[config.mk]
export PLATFORM = sky130hd
export DESIGN_NAME = uart_tx_arbiter
export DESIGN_NICKNAME = d
export VERILOG_FILES = /design/src/rtl/uart_tx_arbiter.sv
export SDC_FILE = /design/constraint.sdc
export NUM_CORES = 1
export LEC_CHECK = 0
export CORE_ASPECT_RATIO = 1.25
export CORE_MARGIN = 8
export CORE_UTILIZATION = 25
export CTS_CLUSTER_DIAMETER = 100
export DETAILED_ROUTE_END_ITERATION = 10
export SYNTH_ARGS = -nofsm -noshare
export SYNTH_HDL_FRONTEND = slang
export SYNTH_SLANG_ARGS = --single-unit
[constraint.sdc]
create_clock -name clk -period 2.2 [get_ports clk]
set_clock_uncertainty 0.1 [all_clocks]
set_input_delay 0.22 -clock clk [delete_from_list [all_inputs] [get_ports clk]]
set_output_delay 0.22 -clock clk [all_outputs]
set_load 0.05 [all_outputs]
[src/rtl/uart_tx_arbiter.sv]
// Two-requester arbiter sharing one UART transmitter: grants round-robin on ties,
// latches an NBYTES message and streams it MSB byte first over the Tx_WR/Tx_BUSY handshake.
module uart_tx_arbiter #(
    parameter int unsigned NBYTES  = 4,
    parameter int unsigned TIMEOUT = 16384,
    parameter int unsigned TO_W    = 15
) (
    input  logic                  clk,
    input  logic                  reset,
    input  logic                  enable,
    input  logic                  req_a,
    input  logic [8*NBYTES-1:0]   data_a,
    input  logic [2:0]            baud_a,
    input  logic                  req_b,
    input  logic [8*NBYTES-1:0]   data_b,
    input  logic [2:0]            baud_b,
    input  logic                  tx_busy,
    output logic [7:0]            tx_data,
    output logic [2:0]            tx_baud_select,
    output logic                  tx_wr,
    output logic                  tx_en,
    output logic                  ack_a,
    output logic                  ack_b,
    output logic                  err_a,
    output logic                  err_b,
    output logic                  gnt_a,
    output logic                  gnt_b
);
    localparam int unsigned MSG_W = 8 * NBYTES;
    localparam int unsigned CNT_W = (NBYTES > 1) ? $clog2(NBYTES) : 1;

    typedef enum logic [2:0] {IDLE, WR, WAIT, DONE, ERR} state_t;

    state_t             state, state_nxt;
    logic [MSG_W-1:0]   shift_reg, shift_nxt, shifted, sel_data;
    logic [CNT_W-1:0]   byte_cnt, byte_cnt_nxt;
    logic [TO_W-1:0]    to_cnt, to_cnt_nxt;
    logic               owner_b, owner_nxt;
    logic               rr_last_b, rr_nxt;
    logic               pick_b;
    logic [7:0]         tx_data_nxt;
    logic [2:0]         baud_nxt;
    logic               tx_wr_nxt, tx_en_nxt;
    logic               ack_a_nxt, ack_b_nxt, err_a_nxt, err_b_nxt;
    logic               gnt_a_nxt, gnt_b_nxt;

    // Next-state and next-output logic; every output is registered below.
    always_comb begin
        state_nxt    = state;
        shift_nxt    = shift_reg;
        byte_cnt_nxt = byte_cnt;
        to_cnt_nxt   = to_cnt;
        owner_nxt    = owner_b;
        rr_nxt       = rr_last_b;
        tx_data_nxt  = tx_data;
        baud_nxt     = tx_baud_select;
        tx_wr_nxt    = tx_wr;
        tx_en_nxt    = tx_en;
        gnt_a_nxt    = gnt_a;
        gnt_b_nxt    = gnt_b;
        ack_a_nxt    = 1'b0;
        ack_b_nxt    = 1'b0;
        err_a_nxt    = 1'b0;
        err_b_nxt    = 1'b0;

        // On a tie the requester not served last wins
        pick_b   = req_b && (!req_a || !rr_last_b);
        sel_data = pick_b ? data_b : data_a;
        shifted  = shift_reg << 8;

        case (state)
            IDLE: begin
                if (enable && (req_a || req_b)) begin
                    owner_nxt    = pick_b;
                    shift_nxt    = sel_data;
                    baud_nxt     = pick_b ? baud_b : baud_a;
                    byte_cnt_nxt = '0;
                    to_cnt_nxt   = '0;
                    gnt_a_nxt    = !pick_b;
                    gnt_b_nxt    = pick_b;
                    tx_en_nxt    = 1'b1;
                    tx_wr_nxt    = 1'b1;
                    tx_data_nxt  = sel_data[MSG_W-1 -: 8];
                    state_nxt    = WR;
                end
            end
            WR: begin
                if (tx_busy) begin
                    tx_wr_nxt = 1'b0;
                    state_nxt = WAIT;
                end else if (to_cnt == TO_W'(TIMEOUT - 1)) begin
                    err_a_nxt = !owner_b;
                    err_b_nxt = owner_b;
                    gnt_a_nxt = 1'b0;
                    gnt_b_nxt = 1'b0;
                    tx_en_nxt = 1'b0;
                    tx_wr_nxt = 1'b0;
                    rr_nxt    = owner_b;
                    state_nxt = ERR;
                end else begin
                    to_cnt_nxt = to_cnt + TO_W'(1);
                end
            end
            WAIT: begin
                if (!tx_busy) begin
                    if (byte_cnt == CNT_W'(NBYTES - 1)) begin
                        ack_a_nxt = !owner_b;
                        ack_b_nxt = owner_b;
                        gnt_a_nxt = 1'b0;
                        gnt_b_nxt = 1'b0;
                        tx_en_nxt = 1'b0;
                        rr_nxt    = owner_b;
                        state_nxt = DONE;
                    end else begin
                        shift_nxt    = shifted;
                        byte_cnt_nxt = byte_cnt + CNT_W'(1);
                        to_cnt_nxt   = '0;
                        tx_wr_nxt    = 1'b1;
                        tx_data_nxt  = shifted[MSG_W-1 -: 8];
                        state_nxt    = WR;
                    end
                end
            end
            DONE:    state_nxt = IDLE;
            ERR:     state_nxt = IDLE;
            default: state_nxt = IDLE;
        endcase
    end

    // State and output registers; rr_last resets to B so A wins the first tie.
    always_ff @(posedge clk) begin
        if (!reset) begin
            state          <= IDLE;
            shift_reg      <= '0;
            byte_cnt       <= '0;
            to_cnt         <= '0;
            owner_b        <= 1'b0;
            rr_last_b      <= 1'b1;
            tx_data        <= 8'h00;
            tx_baud_select <= 3'b000;
            tx_wr          <= 1'b0;
            tx_en          <= 1'b0;
            ack_a          <= 1'b0;
            ack_b          <= 1'b0;
            err_a          <= 1'b0;
            err_b          <= 1'b0;
            gnt_a          <= 1'b0;
            gnt_b          <= 1'b0;
        end else begin
            state          <= state_nxt;
            shift_reg      <= shift_nxt;
            byte_cnt       <= byte_cnt_nxt;
            to_cnt         <= to_cnt_nxt;
            owner_b        <= owner_nxt;
            rr_last_b      <= rr_nxt;
            tx_data        <= tx_data_nxt;
            tx_baud_select <= baud_nxt;
            tx_wr          <= tx_wr_nxt;
            tx_en          <= tx_en_nxt;
            ack_a          <= ack_a_nxt;
            ack_b          <= ack_b_nxt;
            err_a          <= err_a_nxt;
            err_b          <= err_b_nxt;
            gnt_a          <= gnt_a_nxt;
            gnt_b          <= gnt_b_nxt;
        end
    end

endmodule

==> results of run 1 <==
## area by class of cell
type | count | area (um2)
timing repair buffer | 115 | 1170
multi-input combinational | 341 | 1820
fill | 1314 | 7900
inverter | 7 | 26.3
clock inverter | 6 | 50.0
sequential | 65 | 1300
clock buffer | 10 | 239
tap | 168 | 210
## cells in the final DEF, fill, tap and decap left out, drive strengths merged, types with 2 or more instances in the layout
master         instances
a211oi                 4
a21oi                 54
a22oi                  2
a311oi                 5
a31o                   2
a31oi                  6
and2                   2
and3                   5
buf                   21
clkbuf                10
clkdlybuf4s50         94
clkinv                 2
clkinvlp               2
dfxtp                 65
ha                     2
inv                    9
nand2                130
nand2b                 2
nand3                 30
nand4                  5
nor2                  21
nor2b                  2
nor3                   4
nor3b                  2
nor4b                  2
o211ai                27
o21a                   2
o21ai                 13
o22ai                  2
o41ai                  2
or3                    3
## per-stage QoR
step	hold slack, ns	util	power (mW)
5_1_grt	0.343	0.379	3.46
3_3_place_gp	0.321	0.356	1.99
6_report	0.333	0.379	3.32
4_1_cts	0.330	0.379	3.36
3_5_place_dp	0.321	0.356	2.00
2_1_floorplan	0.264	-	1.68
## critical path, delay by kind of cell, from the launching register on
kind	cells	cell delay, ns
compound gates	4	0.90
simple gates	1	0.25
buf+inv	1	0.15
fa+ha+maj	1	0.23
flops	1	0.32
## path summary, 6_finish.rpt
path	start	end	cells after the start
worst min register to register	owner_b	ack_a	1
worst min-delay path	owner_b	ack_a	1
worst max register to register	byte_cnt[0]	to_cnt[8]	7
worst max-delay path	byte_cnt[0]	to_cnt[8]	7
## metal layers
layer / share of wire / vias up
met4: 0.016 / 0
met1: 0.41 / 1586
met5: 0 / -
met3: 0.046 / 11
met2: 0.52 / 91
li1: - / 1763
## power groups by stage
stage,sequential [mW],combinational (mW),clock (mW)
2_1_floorplan,1.38,0.299,0
3_3_place_gp,1.31,0.688,0
3_5_place_dp,1.31,0.693,0
4_1_cts,1.28,0.697,1.38
5_1_grt,1.29,0.755,1.42
6_report,1.28,0.688,1.35
## cells by family after synthesis
family / synth area share
compound gates: 0.254
fa+ha+maj: 0.00767
buf+inv: 0.0480
flops: 0.399
simple gates: 0.292
==> qor.csv, run 1 <==
metric,value,unit
MaxCap Viol Count,0,
mean routed wirelength per cell,14.1,um
crit start category,register,
CTS H-tree depth,3,
max-slew violations,0,
first-pass GRT wire length,16.2,mm
max FFs per register,24,
clock buffer count from CTS,9,
P_sw,0.954,mW
Die Y,144,um
Starting Density,0.256,
post-synth top area cell,dfxtp_1,
CP Class,register to register,
clock share of power,0.407,
WL final,10.1,mm
Routability Congestion,0.859,
syn_nets,522,
DP Cell Count,696,
total gr overflow,0,
Rel. slew slack,0.632,
Comb pwr share,0.207,
Main synth FF type,dfxtp_1,
grt met1 use,0.125,
"Largest stage delay, worst path",0.43,ns
"EDFF count, synth",0,
post-CTS resize count,0,
Tightest Pin Transition,0.549,ns
"Data required, critical path",2.34,ns
DR iter-0 viols,178,
"Setup Fix Bufs, Post-CTS",0,
row count,46,
post-synthesis cell count,444,
Synth top area share,0.399,
hold bufs inserted after CTS,0,
die area,0.0170,mm2
endpoints failing hold,0,
core area,0.0127,mm2
DRC errors left,0,
DP HPWL,7.52,mm
clk sink count,65,
Pint,2.36,mW
Switching Share,0.287,
fin crit share,0.921,
DR vias,3451,
Lkg Pwr,1.80,nW
Mapped Area,0.00326,mm2
io pins,95,
layout cells sized above 1,0.0974,
"top cells by count, synth","nand2_1 (130), dfxtp_1 (65), a21oi_1 (54)",
Most common cell on crit path,a211oi_1,
number of inserted diodes,0,
post-route ant nets,0,
Tot GR Track Use,0.117,
DR vias/cell,4.85,
crit path max fanout,3,
most common cell in the netlist,nand2_1,
critical path endpoint category,register,
Avg Synthesized Cell Area,7.34,um2
synth-to-layout area growth,47.8,%
vias in the first global route,3406,
setup TNS,0,ns
fin nets,617,
GR Util met2,0.212,
r2r setup slk,0.17,ns
Clock Pin Slew Worst Setup and Hold Paths,0.06,ns
drt pass-1 iters,4,
worst-skew pair later-pin latency,0.33,ns
Most Crowded Layer GR,met2,
pre-CTS setup slack,0.0129,ns
PortBufs,94,
Die Width,118,um
largest net degree at the start of global routing,50,
Placed Area,0.00453,mm2
worst setup margin,0.173,ns
worst path arrival time,2.17,ns
CTS tree,yes,
Synthesis Warnings,0,
initial antenna violation count,0,
fin cells,712,
Async SR Flop Fraction,0,
min Tclk post-route,2.03,ns
worst IR drop on VDD,0.000282,V
clock buffer depth,2,
final setup fails,0,
RSZ-0062 raised after global routing,false,
unique cell type count in the Yosys netlist,48,
"top cells by area, synth","dfxtp_1 (40%), nand2_1 (15%), a21oi_1 (8.3%)",
Power Density,689,mW/mm2
Root Driver,clkbuf_16,
register bit total from synthesis,65,
post-synthesis sequential area ratio,0.399,
hold crit path type,register to register,
Reg power frac,0.386,
Critical-path top delay cell,a211oi_1,
CP Cell Sequence,"ha_1, nor4b_2, a211oi_1, buf_4, a211oi_1, a21oi_1, a311oi_1",
met3 global-route usage,0.0318,
Finished Cell Area,0.00482,mm2
max frequency,0.493,GHz
status,"complete, no violations",
No activity file was read; power rests on OpenSTA's default activity.
==> run 2, diff against run 1 <==
--- a/config.mk
+++ b/config.mk
@@ -10,6 +10,7 @@
 export CORE_UTILIZATION = 25
 export CTS_CLUSTER_DIAMETER = 100
 export DETAILED_ROUTE_END_ITERATION = 10
+export SKIP_CTS_REPAIR_TIMING = 1
 export SYNTH_ARGS = -nofsm -noshare
 export SYNTH_HDL_FRONTEND = slang
 export SYNTH_SLANG_ARGS = --single-unit
==> results of run 2 <==
Same layout as run 1: the final DEF is identical, and so are final timing and power.
==> run 3, diff against run 2 <==
--- a/config.mk
+++ b/config.mk
@@ -10,6 +10,7 @@
 export CORE_UTILIZATION = 25
 export CTS_CLUSTER_DIAMETER = 100
 export DETAILED_ROUTE_END_ITERATION = 10
+export GPL_ROUTABILITY_DRIVEN = 1
 export SKIP_CTS_REPAIR_TIMING = 1
 export SYNTH_ARGS = -nofsm -noshare
 export SYNTH_HDL_FRONTEND = slang
==> results of run 3 <==
Same layout as run 1: the final DEF is identical, and so are final timing and power.
